<file path="src/rtl/mult.sv">
// Iterative unsigned shift-and-add multiplier: one multiplier bit per clock,
// full-width product presented with a level enable / done handshake.
module mult #(
    parameter int in_width  = 4,
    parameter int out_width = 2 * in_width
) (
    input  logic                 clk,
    input  logic                 rst,
    input  logic [in_width-1:0]  data_multiplicand,
    input  logic [in_width-1:0]  data_multiplier,
    input  logic                 ctrl_enable,
    output logic [out_width-1:0] data_result,
    output logic                 ctrl_done
);

    localparam int CW = $clog2(in_width + 1);

    typedef enum logic [1:0] {IDLE, BUSY, DONE} state_t;

    state_t               state_q, state_d;
    logic [out_width-1:0] acc_q, acc_d;
    logic [out_width-1:0] mcand_q, mcand_d;
    logic [in_width-1:0]  mplier_q, mplier_d;
    logic [CW-1:0]        cnt_q, cnt_d;
    logic [out_width-1:0] result_q, result_d;
    logic                 done_q, done_d;

    always_comb begin
        state_d  = state_q;
        acc_d    = acc_q;
        mcand_d  = mcand_q;
        mplier_d = mplier_q;
        cnt_d    = cnt_q;
        result_d = result_q;
        done_d   = done_q;
        case (state_q)
            IDLE: begin
                done_d = 1'b0;
                if (ctrl_enable) begin
                    mcand_d  = out_width'(data_multiplicand);
                    mplier_d = data_multiplier;
                    acc_d    = '0;
                    cnt_d    = CW'(in_width);
                    state_d  = BUSY;
                end
            end
            BUSY: begin
                // Iterate while bits remain; the cycle after the last one publishes.
                if (cnt_q != '0) begin
                    if (mplier_q[0])
                        acc_d = acc_q + mcand_q;
                    mcand_d  = mcand_q << 1;
                    mplier_d = mplier_q >> 1;
                    cnt_d    = cnt_q - 1'b1;
                end else begin
                    result_d = acc_q;
                    done_d   = 1'b1;
                    state_d  = DONE;
                end
            end
            DONE: begin
                if (!ctrl_enable) begin
                    done_d  = 1'b0;
                    state_d = IDLE;
                end
            end
            default: begin
                done_d  = 1'b0;
                state_d = IDLE;
            end
        endcase
    end

    always_ff @(posedge clk) begin
        if (rst) begin
            state_q  <= IDLE;
            acc_q    <= '0;
            mcand_q  <= '0;
            mplier_q <= '0;
            cnt_q    <= '0;
            result_q <= '0;
            done_q   <= 1'b0;
        end else begin
            state_q  <= state_d;
            acc_q    <= acc_d;
            mcand_q  <= mcand_d;
            mplier_q <= mplier_d;
            cnt_q    <= cnt_d;
            result_q <= result_d;
            done_q   <= done_d;
        end
    end

    assign data_result = result_q;
    assign ctrl_done   = done_q;

endmodule

</file>
<file path="config.mk">
export PLATFORM = sky130hd
export DESIGN_NAME = mult
export DESIGN_NICKNAME = d
export VERILOG_FILES = /design/src/rtl/mult.sv
export SDC_FILE = /design/constraint.sdc
export NUM_CORES = 1
export LEC_CHECK = 0
export CORE_UTILIZATION = 30
export CTS_CLUSTER_DIAMETER = 120
export DETAILED_ROUTE_END_ITERATION = 8
export GPL_ROUTABILITY_DRIVEN = 0
export PLACE_DENSITY_LB_ADDON = 0.08
export REMOVE_ABC_BUFFERS = 1
export SETUP_SLACK_MARGIN = 0.1
export SKIP_CTS_REPAIR_TIMING = 1
export SYNTH_ARGS = -nofsm -noshare
export SYNTH_HDL_FRONTEND = slang
export SYNTH_SLANG_ARGS = --single-unit
export TNS_END_PERCENT = 1
</file>
<file path="constraint.sdc">
create_clock -name clk -period 5 [get_ports clk]
set_clock_uncertainty 0.15 [all_clocks]
set_input_delay 0.5 -clock clk [delete_from_list [all_inputs] [get_ports clk]]
set_output_delay 0.5 -clock clk [all_outputs]
set_load 0.01 [all_outputs]
</file>
==> parameters.txt <==
Parameter                              Value

Detailed routing
  Number of detailed-route iterations in the first pass ... 4
  Number of nets still failing antenna checks after routing ... 0
  DRC violation count after routing ... 0
  WL per Instance ... 13.06 um
  Initial DRC count ... a little over 90
  Routed wire length ... approximately 3.6 mm
  Number of vias after detailed routing ... 1419
  Vias per std cell ... a little over 5

Finish
  Most common cell after layout, fill and taps aside ... sky130_fd_sc_hd__nand2_1
  Antenna diode instance count ... 0
  Nets ... between 200 and 250
  Layout area overhead ... 19.75%
  Share of cells above drive strength 1 ... under 10%
  Cell area after layout ... 1942 um2
  Highest-count cells in the layout ignoring fill and taps ... sky130_fd_sc_hd__nand2_1 (38), sky130_fd_sc_hd__dfxtp_1 (34), sky130_fd_sc_hd__a21oi_1 (20), sky130_fd_sc_hd__clkdlybuf4s50_1 (19), sky130_fd_sc_hd__nor2_1 (18)
  Fill cell count ... 530
  Post-layout util ... ~38%

Die
  Total Die Area ... between 5000 and 6000 um2
  Io pins ... 20
  Starting Density ... between 30% and 40%
  Number of rows in the core area ... 26
  Die extent in y ... between 70 and 80 um
  Area of the placeable core ... 5172 um2
  Horiz. Die Dim ... 75.52 um

STA
  Unrepaired setup endpoints after global routing ... no
  Setup violations, final ... 0
  Share of the clock period used by the worst path after layout ... ~47%
  Sum of negative setup slack ... 0 ns
  Slew HR ... 58.73%
  Tmin final ... between 2 and 2.5 ns
  Fin. max-slew vios ... 0
  Final number of hold-violating endpoints ... 0
  Tightest Pin Transition ... between 0.6 and 0.7 ns
  Achievable clock frequency ... ~0.42 GHz

Power
  IR drop worst, VDD ... 0.1457 mV
  Clock network fraction of design power ... 32.5%
  Sw Pwr ... about 0.00018 W
  Sequential power share ... 49.5%
  P_leak ... between 0.7 and 0.8 nW
  Share of total power in combinational logic ... about 18%
  Switching power as a share of total power ... 28.77%
  Power per standard cell area ... 314.2 nW/um2
  Int Power ... ~0.00043 W

Critical path
  Kind of start point of the critical path ... primary input
  Endpoint arrival time on the critical path ... about 2.5 ns
  WS Path Type ... primary input to flip-flop
  Crit path max fanout ... 20
  Worst setup EP type ... flip-flop
  Worst Path Required ... 5.07 ns

Global routing
  Residual overflow from global routing ... 0
  Largest net degree at the start of global routing ... 25
  First-pass GRT wire length ... between 6 and 7 mm
  Gr usage total ... between 10% and 20%
  Number of antenna violations at the first check in global routing ... 0
  Vias in the first global route ... around 1400

Job
  Max-capacitance violation count ... 0

Clock tree
  TritonCTS clock tree ... built
  Number of buffers between clock root and the deepest sink ... 2
  H-tree depth ... 2
  Root buffer cell ... sky130_fd_sc_hd__clkbuf_8
  Number of clock sinks ... 34
  Clock network latency to the later pin of the worst-skew pair ... approximately 0.28 ns
  Clock buffers created by TritonCTS ... 5
  Reg clk slew, reported paths ... approximately 0.06 ns

Synth
  Number of enable flip-flop cells after synthesis ... 0
  Post-synthesis area per instance ... between 8 and 9 um2
  Fraction of registers with async set/reset ... 0%
  Number of instances in the synthesized netlist ... 193
  Unique cell type count in the Yosys netlist ... 38
  Flip-flop and latch count after synthesis ... 34
  Top cells by area, synth ... sky130_fd_sc_hd__dfxtp_1 (42%), sky130_fd_sc_hd__nand2_1 (8.8%), sky130_fd_sc_hd__ha_1 (6.9%)
  Cell area after synthesis ... about 1600 um2
  Yosys warnings ... 0
  Top cell type by total area after synthesis ... sky130_fd_sc_hd__dfxtp_1
  Share of the synthesized area in the top cell type ... between 40% and 50%
  Part of the Yosys area used for sequential elements ... a little over two fifths
  Primary FF master, synth ... sky130_fd_sc_hd__dfxtp_1

Outcome
  Result of the run ... completed

Place
  PortBufs ... 19
  Instance area at placement ... between 1500 and 2000 um2
  DPL Wire Length ... 2.621 mm

Worst hold path
  Classification of the worst-slack hold path ... flip-flop to flip-flop
## Yosys cell counts (all sizes together), types with 2 or more instances
cell and count:
nand2 38, dfxtp 34, a21oi 21, nor2 19
ha 9, a22oi 8, a311oi 6, buf 6
clkbuf 6, nand3 6, a211oi 5, a21o 4
o21ai 4, inv 2, nand3b 2, nand4 2
nand4b 2, nor2b 2, nor3 2, xor2 2
## worst max-delay path, cell delays in order
cell                              delay [ns]
sky130_fd_sc_hd__clkdlybuf4s50_1        0.53
sky130_fd_sc_hd__nor2_2                 0.06
sky130_fd_sc_hd__a211oi_2               0.20
sky130_fd_sc_hd__buf_4                  0.26
sky130_fd_sc_hd__and3_1                 0.35
sky130_fd_sc_hd__or4b_1                 0.46
sky130_fd_sc_hd__nand3_1                0.07
## power by group through the flow
| stage | clock network, W | logic, W | registers (W) |
|---|---|---|---|
| floorplan | 0 | 0.0000703 | 0.000304 |
| CTS | 0.000208 | 0.000112 | 0.000302 |
| detailed placement | 0 | 0.000111 | 0.000308 |
| global placement | 0 | 0.000108 | 0.000307 |
| global route | 0.000221 | 0.000122 | 0.000305 |
| finish | 0.000198 | 0.000110 | 0.000302 |
## registers in the layout (all words and copies together), names as in the netlist
register / flops
state_q: 2
cnt_q: 3
acc_q: 8
mplier_q: 4
mcand_q: 8
data_result: 8
ctrl_done: 1
## through the flow
stage / total power, W / hold slack, ns / cells / worst slack (ns)
6_report: 0.0006100 / 0.3019 / 279 / 2.626
5_1_grt: 0.0006483 / 0.3168 / 279 / 2.493
4_1_cts: 0.0006216 / 0.3061 / 279 / 2.642
3_5_place_dp: 0.0004193 / 0.2968 / 273 / 2.344
3_3_place_gp: 0.0004153 / 0.2922 / 273 / 2.418
2_1_floorplan: 0.0003743 / 0.2803 / 181 / 2.421
## cell families (layout without fill, tap and decap cells)
logic type	Yosys count	after routing	synth area share, %
fa+ha+maj	10	10	8.179
compound gates	53	53	21.84
buf+inv	14	30	4.321
simple gates	79	79	22.07
flops	34	34	41.98
xor+xnor	3	3	1.621
## layer usage
metal,vias up,wire (um),share of wire [%],track usage (%)
met5,-,0,0,0
met2,27,1742,48,25.50
met1,664,1687,46,16.80
met4,0,101,2.8,7.613
met3,10,114,3.1,3.571
li1,718,-,-,-
## layout make-up
class | count | area, um2 | share of cell area, %
Inverter | 2 | 7.507 | 0.3866
Timing Repair Buffer | 22 | 212.7 | 10.95
Multi-Input combinational cell | 145 | 870.8 | 44.85
Tap cell | 70 | 87.58 | 4.510
Sequential cell | 34 | 680.7 | 35.05
Clock buffer | 6 | 82.58 | 4.253
## path summary, 6_finish.rpt
kind / to / slack (ns) / start / cells after the start
setup / recovery: acc_q[6] / 2.63 / ctrl_enable / 7
hold / removal: data_result[0] / 0.30 / data_result[0] / 2
setup reg to reg: acc_q[6] / 2.63 / cnt_q[0] / 8
hold reg to reg: data_result[0] / 0.30 / data_result[0] / 2
No activity file was read; power rests on OpenSTA's default activity.
